<file path="src/rtl/mips_div_pkg.sv">
// Shared types and constants for the iterative MIPS DIV/DIVU unit.
package mips_div_pkg;

  typedef enum logic [1:0] {
    IDLE = 2'd0,
    CALC = 2'd1,
    FIX  = 2'd2,
    DONE = 2'd3
  } div_state_e;

  // Wide enough for any supported WIDTH; users slice the low WIDTH bits.
  localparam int                      DIV_MAX_WIDTH     = 64;
  localparam logic [DIV_MAX_WIDTH-1:0] DIV_ZERO_QUOTIENT = '1;

  // Iteration counter width, $clog2(WIDTH).
  function automatic int div_cnt_width(input int width);
    return $clog2(width);
  endfunction

endpackage

</file>
<file path="src/rtl/mips_div_unit_sub_step.sv">
// Combinational WIDTH+1-bit trial subtract for one restoring-division step.
module div_sub_step #(
  parameter int WIDTH = 32
) (
  input  logic [WIDTH:0]   minuend,
  input  logic [WIDTH-1:0] subtrahend,
  output logic [WIDTH-1:0] diff,
  output logic             non_neg
);

  logic [WIDTH:0] full;

  assign full    = minuend - {1'b0, subtrahend};
  assign diff    = full[WIDTH-1:0];
  assign non_neg = ~full[WIDTH];

endmodule

</file>
<file path="src/rtl/mips_div_unit.sv">
// Radix-2 restoring divider for DIV/DIVU; HI = remainder, LO = quotient.
// Optional MIPS_DIV_EARLY_OUT_EN: divisor 0 or |divisor|=1 skips CALC.
module mips_div_unit
  import mips_div_pkg::*;
#(
  parameter int WIDTH = 32
) (
  input  logic             clk,
  input  logic             reset,
  input  logic             start,
  input  logic             is_signed,
  input  logic [WIDTH-1:0] dividend,
  input  logic [WIDTH-1:0] divisor,
  output logic             busy,
  output logic             done,
  output logic [WIDTH-1:0] quotient,
  output logic [WIDTH-1:0] remainder,
  output logic             div_by_zero
);

  localparam int CNT_W = div_cnt_width(WIDTH);

  div_state_e       state, state_nxt;
  logic [WIDTH-1:0] pr, dq, dvs;
  logic [CNT_W-1:0] cnt;
  logic             q_neg, r_neg, dbz;

  logic             dvd_neg, dvs_neg, early;
  logic [WIDTH-1:0] dvd_abs, dvs_abs;
  logic [WIDTH:0]   shifted;
  logic [WIDTH-1:0] step_diff;
  logic             step_ok;

  assign dvd_neg = is_signed & dividend[WIDTH-1];
  assign dvs_neg = is_signed & divisor[WIDTH-1];
  assign dvd_abs = dvd_neg ? -dividend : dividend;
  assign dvs_abs = dvs_neg ? -divisor : divisor;

`ifdef MIPS_DIV_EARLY_OUT_EN
  assign early = (dvs_abs[WIDTH-1:1] == '0);
`else
  assign early = 1'b0;
`endif

  assign shifted = {pr, dq[WIDTH-1]};

  div_sub_step #(.WIDTH(WIDTH)) u_step (
    .minuend    (shifted),
    .subtrahend (dvs),
    .diff       (step_diff),
    .non_neg    (step_ok)
  );

  assign busy = (state == CALC) || (state == FIX);
  assign done = (state == DONE);

  always_ff @(posedge clk or posedge reset) begin
    if (reset) state <= IDLE;
    else       state <= state_nxt;
  end

  always_comb begin
    state_nxt = state;
    case (state)
      IDLE: if (start) state_nxt = early ? FIX : CALC;
      CALC: if (cnt == '0) state_nxt = FIX;
      FIX:  state_nxt = DONE;
      DONE: state_nxt = IDLE;
      default: state_nxt = IDLE;
    endcase
  end

  always_ff @(posedge clk or posedge reset) begin
    if (reset) begin
      pr          <= '0;
      dq          <= '0;
      dvs         <= '0;
      cnt         <= '0;
      q_neg       <= 1'b0;
      r_neg       <= 1'b0;
      dbz         <= 1'b0;
      quotient    <= '0;
      remainder   <= '0;
      div_by_zero <= 1'b0;
    end else begin
      case (state)
        IDLE: if (start) begin
          dvs   <= dvs_abs;
          q_neg <= dvd_neg ^ dvs_neg;
          r_neg <= dvd_neg;
          dbz   <= (divisor == '0);
          cnt   <= CNT_W'(WIDTH - 1);
          // Early-out preloads the magnitudes CALC would have produced.
          if (early && (dvs_abs == '0)) begin
            pr <= dvd_abs;
            dq <= '1;
          end else if (early) begin
            pr <= '0;
            dq <= dvd_abs;
          end else begin
            pr <= '0;
            dq <= dvd_abs;
          end
        end
        CALC: begin
          dq <= {dq[WIDTH-2:0], step_ok};
          pr <= step_ok ? step_diff : shifted[WIDTH-1:0];
          if (cnt != '0) cnt <= cnt - CNT_W'(1);
        end
        FIX: begin
          // Divide-by-zero: pr holds |dividend|, so re-signing restores the dividend.
          quotient    <= dbz ? DIV_ZERO_QUOTIENT[WIDTH-1:0] : (q_neg ? -dq : dq);
          remainder   <= r_neg ? -pr : pr;
          div_by_zero <= dbz;
        end
        default: ;
      endcase
    end
  end

endmodule

</file>
<file path="config.mk">
export PLATFORM = sky130hd
export DESIGN_NAME = mips_div_unit
export DESIGN_NICKNAME = d
export VERILOG_FILES = /design/src/rtl/mips_div_pkg.sv /design/src/rtl/mips_div_unit_sub_step.sv /design/src/rtl/mips_div_unit.sv
export SDC_FILE = /design/constraint.sdc
export NUM_CORES = 1
export LEC_CHECK = 0
export ABC_AREA = 1
export CORE_MARGIN = 2
export CORE_UTILIZATION = 40
export CTS_CLUSTER_SIZE = 14
export DETAILED_ROUTE_END_ITERATION = 16
export DONT_BUFFER_PORTS = 1
export PLACE_DENSITY_LB_ADDON = 0.2
export SLEW_MARGIN = 10
export SYNTH_ARGS = -nofsm -noshare
export SYNTH_HDL_FRONTEND = slang
export SYNTH_SLANG_ARGS = --single-unit
export TNS_END_PERCENT = 5
</file>
<file path="constraint.sdc">
create_clock -name clk -period 9.6 [get_ports clk]
set_clock_uncertainty 0.2 [all_clocks]
set_input_delay 2.4 -clock clk [delete_from_list [all_inputs] [get_ports clk]]
set_output_delay 2.4 -clock clk [all_outputs]
set_load 0.05 [all_outputs]
</file>
-- Word level (Yosys, flattened, before mapping)
Index checks and enable logic that the tools add are counted.
- flip-flop bits (word level): 171
- output and inout port bits: 67
- logic and storage cells: 53
- $add $sub $neg: 6
- eq/ne operators: 6
- multiplexer cells: 16
- bitwise logic cells: 4
- reduce and logical (&&, ||, !) cells: 10
- operator list (operator ; number):
    $mux 32 ; 8
    $neg 32->32 ; 4
    $pmux 32 s2 ; 2
    $sub 33x32->33 ; 1
    $logic_not 32->1 ; 1
    $mux 5 ; 2
    $pmux 5 s2 ; 1
    $pmux 2 s4 ; 1
    $reduce_and 2->1 ; 3
    $logic_not 5->1 ; 1
    $reduce_bool 5->1 ; 1
    $sub 5x1->5 const B ; 1
    $eq 2x2->1 const B ; 2
    $mux 2 ; 2
    $ne 2x1->1 const B ; 2
    $reduce_and 3->1 ; 1
    $and 1x1->1 ; 2
    $eq 2x1->1 const B ; 1
    $logic_not 2->1 ; 1
    $ne 2x2->1 const B ; 1
    $reduce_bool 2->1 ; 1
    $logic_or 1x1->1 ; 1
    $not 1->1 ; 1
    $xor 1x1->1 ; 1

-- Depth between registers and ports, before layout
- depth after elaboration: 4
- depth in mapped cells: 18
- gate-level depth less buffers: 17

-- Cells and area by module
Synthesis repeated with hierarchy kept, for this count alone.
- cells, all modules: 2106
- area, all modules: 13450.4 µm²
- modules (own cells, without submodules) (module ; times used ; cells an instance ; area an instance (µm²) ; seq. area each (µm²)):
    mips_div_unit ; 1 ; 1546 ; 10847.9 ; 4279.1
    div_sub_step ; 1 ; 560 ; 2602.5 ; 0.0

-- Least setup slack after synthesis
Ideal clock, no wire load.
- path kind: in2reg
- from: input port divisor[1]
- to: register dvs[24]
- data arrival time: 3.581 ns
- setup slack: 5.688 ns
- cell stages on the path: 11
- path through: inv_1 ha_1 nand2_1 nor2_1 nand2_1 nand3b_1 or2_2 nand2_1 nand2_1 nand3_1 o21ai_0
- word-level cells in the longest chain between the ends: 2
- ends and longest elaborated chain (item ; line ; source):
    from (decl) ; mips_div_unit.sv:13 ; input logic [WIDTH-1:0] divisor,
    $neg 32->32 ; mips_div_unit.sv:37 ; assign dvs_abs = dvs_neg ? -divisor : divisor;
    $mux 32 ; mips_div_unit.sv:37 ;
    to (signal assigned) ; mips_div_unit.sv:88 ; dvs <= dvs_abs;
    to (decl) ; mips_div_unit.sv:24 ; logic [WIDTH-1:0] pr, dq, dvs;
No other way between the ends.
A chain may end at the register's enable or synchronous reset.

-- Worst setup path after layout
- from: input port divisor[31]
- to: register dvs[25]
- word-level cells in the longest chain between the ends: 2
- ends and longest elaborated chain (item ; line ; source):
    $and 1x1->1 ; mips_div_unit.sv:35 ; assign dvs_neg = is_signed & divisor[WIDTH-1];
    $mux 32 ; mips_div_unit.sv:37 ;
No other way between the ends.

==> results by stage <==
Timing:
- Hold is met by roughly 0.29 ns.
- The sum of negative setup slack is 0 ns.
- The share of the cycle needed by the critical path after routing is 43.9%.
- The total of endpoints with negative setup slack in the final report is 0.
- In this run the tightest slew margin relative to its limit is about a quarter.
- The number of hold-slack violations in the final timing report is 0.
- The number of slew-limit violations in the final report is 0.
- The transition time of the tightest slew-check pin is approximately 1.1 ns.
- Subtracting the final worst setup slack from the clock period gives around 4.2 ns.
- Derived from the worst setup path, the maximum achievable clock frequency is roughly 240 MHz.
- Setup repair after global routing left no endpoint under its margin.

Clock tree:
- The quantity of hold-fixing buffers added after cts is 0.
- Once the clock tree was built, the resizer swapped 0 gates to a different size.
- The number of clock buffers added by TritonCTS is 17.
- The buffer type at the clock tree root is sky130_fd_sc_hd__clkbuf_16.
- At the later pin of the worst-skew pair, clock insertion delay measures 0.45 ns.
- The clock tree from TritonCTS is done.
- The number of clock sinks is around 170.
- No sink is reached through more buffers than the 2 on the longest clock path.
- The H-tree was split into 4 levels.
- The clock slew seen by the registers of the worst setup and hold paths is roughly 0.080 ns.
- The post-CTS setup buffer count is 0.

Critical path:
- The startpoint identified for the worst register-to-register timing path is pr[20].
- The critical path startpoint category is an input pin.
- The worst-path maximum fanout is 32.
- The most repeated library cell on the critical path is sky130_fd_sc_hd__o21ai_0.
- The worst path arrival time is 4.31 ns.
- Tracing the worst setup path back leads to its startpoint at divisor[31].
- The biggest cell delay along the critical path is approximately 0.76 ns.
- The signal on the critical path passes through nand2_1, inv_1, o21ai_0, or2_2, nand3_1, o21ai_0.
- The critical path is of the input pin to flip-flop type.
- For the worst setup path, the data required time is about 9.7 ns.
- The cell with the biggest individual delay on the critical path is sky130_fd_sc_hd__inv_1.
- The worst setup path is captured at a flip-flop.

Power and ir drop:
- The net switching power of the design is between 3 and 4 mW.
- For this design the static power due to leakage is ~7.4 nW.
- The worst vdd rail ir drop is 0.000154 V.
- The clock network is responsible for around 12% of the overall power.
- The total power density per cell area is around 400 mW/mm2.
- In this run switching power makes up between 50% and 60% of total power.
- The part of the power in registers is 31.4%.
- The internal portion of total power is about 2.5 mW.
- The part of the power in combinational logic is a little under three fifths.

Cells and area:
- After the last flow step, the layout net total stands at 2,189.
- Leaving out fill and tap cells, the most frequent cells in the layout are 604 x sky130_fd_sc_hd__nand2_1, 316 x sky130_fd_sc_hd__inv_1, 214 x sky130_fd_sc_hd__nor2_1, 195 x sky130_fd_sc_hd__nand3_1, 171 x sky130_fd_sc_hd__dfrtp_1.
- 0 antenna diodes ended up in the layout.
- The area growth from synthesis to layout is 6.84%.
- Leaving out fill and tap cells, the most frequent cell in the layout is sky130_fd_sc_hd__nand2_1.
- The share of final-layout standard cells stronger than drive strength 1 is under 10%.
- The final core area utilization is 43.2%.

Hold path:
- The startpoint identified for the worst hold timing path is dvs[21].
- The class of the most critical hold timing path is flip-flop to flip-flop.

Placement:
- The number of port buffers is 0.
- The half-perimeter wire length after placement is approximately 32,000 um.
- The final RePlAce weighted congestion is between 0.9 and 1.

Detailed routing:
- The wire length on met3 is 3290 um.
- The post-detailed-route count of antenna-violating nets is 0.
- Before antenna repair, the detailed router went through 5 iterations.
- After detailed routing, the number of remaining DRC violations is 0.
- Summed over all nets, wire length on met2 after detailed routing comes to ~15,000 um.
- For this block, the routed nets add up to about 40,000 um of wire.
- The detailed router put a total of between 20,000 and 25,000 um of wire on met1.
- The starting DRC count in detailed routing is 1,117.
- The final route contains between 10,000 and 15,000 vias.
- The detailed-route wire length per cell is 16.2 um.
- In the routed layout, each cell is associated on average with a via count of a little over 5.
- The uppermost layer routed is met4.

GRT:
- The global router's overall resource usage is around a quarter.
- The initial antenna violation count is 0.
- The number of global-route vias before repair is approximately 12,000.
- The first-pass GRT wire length is around 66,000 um.
- The total global routing overflow is 0.
- Entering global routing, the biggest net connects just over 100 pins.

Yosys:
- The mean instance size in the synthesized netlist is between 6 and 7 um2.
- The mapped netlist covers approximately 0.014 mm2.
- Yosys mapped the design onto 45 distinct sky130hd cell types.
- Yosys printed 0 warnings.
- In this run, synthesis produced a sequential element count of approximately 170.
- In the synthesized netlist the async set-or-reset flop fraction comes to between 90% and 100%.
- The number of synthesized flops with an enable pin is 0.
- In the synthesized netlist, the number of instances is 2,115.
- Among all flip-flop cells after synthesis, the most frequent one is sky130_fd_sc_hd__dfrtp_1.
- The net count after synthesis is around 2,200.
- The share of the Yosys chip area taken by registers is 31.7%.

Die:
- The I/O pin total is ~140.
- The floorplan step defined a die boundary enclosing ~0.035 mm2.
- The floorplan has 67 rows.
- The vertical die dimension is between 150 and 200 um.
- The initial utilization of the core area, before any placement, comes to between 40% and 50%.
- The core region is about 0.033 mm2.
- The die outline width is ~190 um.

Status:
- The run finished with clean final reports.

Job:
- The reported max-cap violation count is 0.
-- cell type report --
type	count	area [um2]
Clock buffer	20	447
Fill cell	3621	18900
Multi-Input combinational cell	1550	7690
Timing Repair Buffer	10	75.1
Tap cell	448	561
Clock inverter	12	139
Sequential cell	171	4280
Inverter	327	1230
-- cells by family (layout without fill, tap and decap cells) --
family	after synthesis	in the layout	share of synthesized area, %
compound gates	300	300	12.1
flops	171	171	31.7
simple gates	1150	1150	37.0
fa+ha+maj	44	44	4.13
xor+xnor	56	56	3.63
buf+inv	394	369	11.4
-- power groups by stage --
stage,registers (mW),clock network [mW],logic [mW]
floorplan,1.68,0,2.59
global placement,1.83,0,3.20
detailed placement,1.84,0,3.24
CTS,1.82,0.727,3.26
global route,1.88,0.757,3.73
finish,1.83,0.715,3.29
-- metrics by stage --
step | cell area, um2 | setup WS (ns) | power, mW | cells
after global routing | 14400 | 5.14 | 6.37 | 2538
after CTS | 14400 | 5.39 | 5.81 | 2538
after detailed placement | 13800 | 4.90 | 5.08 | 2506
after global placement | 13800 | 4.96 | 5.03 | 2506
after floorplan | 13500 | 2.37 | 4.27 | 2115
final | 14400 | 5.39 | 5.83 | 2538
-- synth_stat cells (12+ instances only) --
| master | n | area, um2 |
|---|---|---|
| sky130_fd_sc_hd__ha_1 | 43 | 538 |
| sky130_fd_sc_hd__nand3_2 | 12 | 120 |
| sky130_fd_sc_hd__a21oi_1 | 80 | 400 |
| sky130_fd_sc_hd__a31oi_1 | 35 | 219 |
| sky130_fd_sc_hd__dfrtp_1 | 171 | 4280 |
| sky130_fd_sc_hd__nand2_1 | 604 | 2270 |
| sky130_fd_sc_hd__o21ai_0 | 145 | 726 |
| sky130_fd_sc_hd__nor3_1 | 26 | 130 |
| sky130_fd_sc_hd__clkbuf_1 | 49 | 184 |
| sky130_fd_sc_hd__xnor2_1 | 14 | 123 |
| sky130_fd_sc_hd__xor2_1 | 42 | 368 |
| sky130_fd_sc_hd__nor2_1 | 216 | 811 |
| sky130_fd_sc_hd__nand4_1 | 31 | 194 |
| sky130_fd_sc_hd__inv_1 | 318 | 1190 |
| sky130_fd_sc_hd__nand2_2 | 29 | 181 |
| sky130_fd_sc_hd__nand3b_1 | 12 | 90.1 |
| sky130_fd_sc_hd__nand3_1 | 195 | 976 |
-- critical path, delay by kind of cell --
family	cells	cell delay, ns
AOI/OAI and AO/OA	2	0.48
and+or+nand+nor	3	0.68
buffers and inverters	1	0.76
-- sequential cells by signal (all words and copies together), names as in the netlist --
register,cells
cnt,5
dbz,1
div_by_zero,1
dq,32
dvs,32
pr,32
q_neg,1
quotient,32
r_neg,1
remainder,32
state,2
-- path summary, 6_finish.rpt --
check | depth (start not counted) | to | slack [ns]
min in group asynchronous | 1 | quotient[2] | 1.76
min | 2 | dvs[21] | 0.29
max | 6 | dvs[25] | 5.39
max reg2reg | 13 | pr[30] | 6.65
min reg2reg | 2 | dvs[21] | 0.29
max in group asynchronous | 2 | dvs[9] | 5.82
-- metal layers --
| metal | GRT usage (%) | vias up |
|---|---|---|
| met5 | 0 | - |
| met4 | 5.27 | 0 |
| met3 | 5.43 | 37 |
| met2 | 31.0 | 433 |
| met1 | 37.9 | 5914 |
| li1 | - | 6690 |
Power figures use the tool's default switching activity.
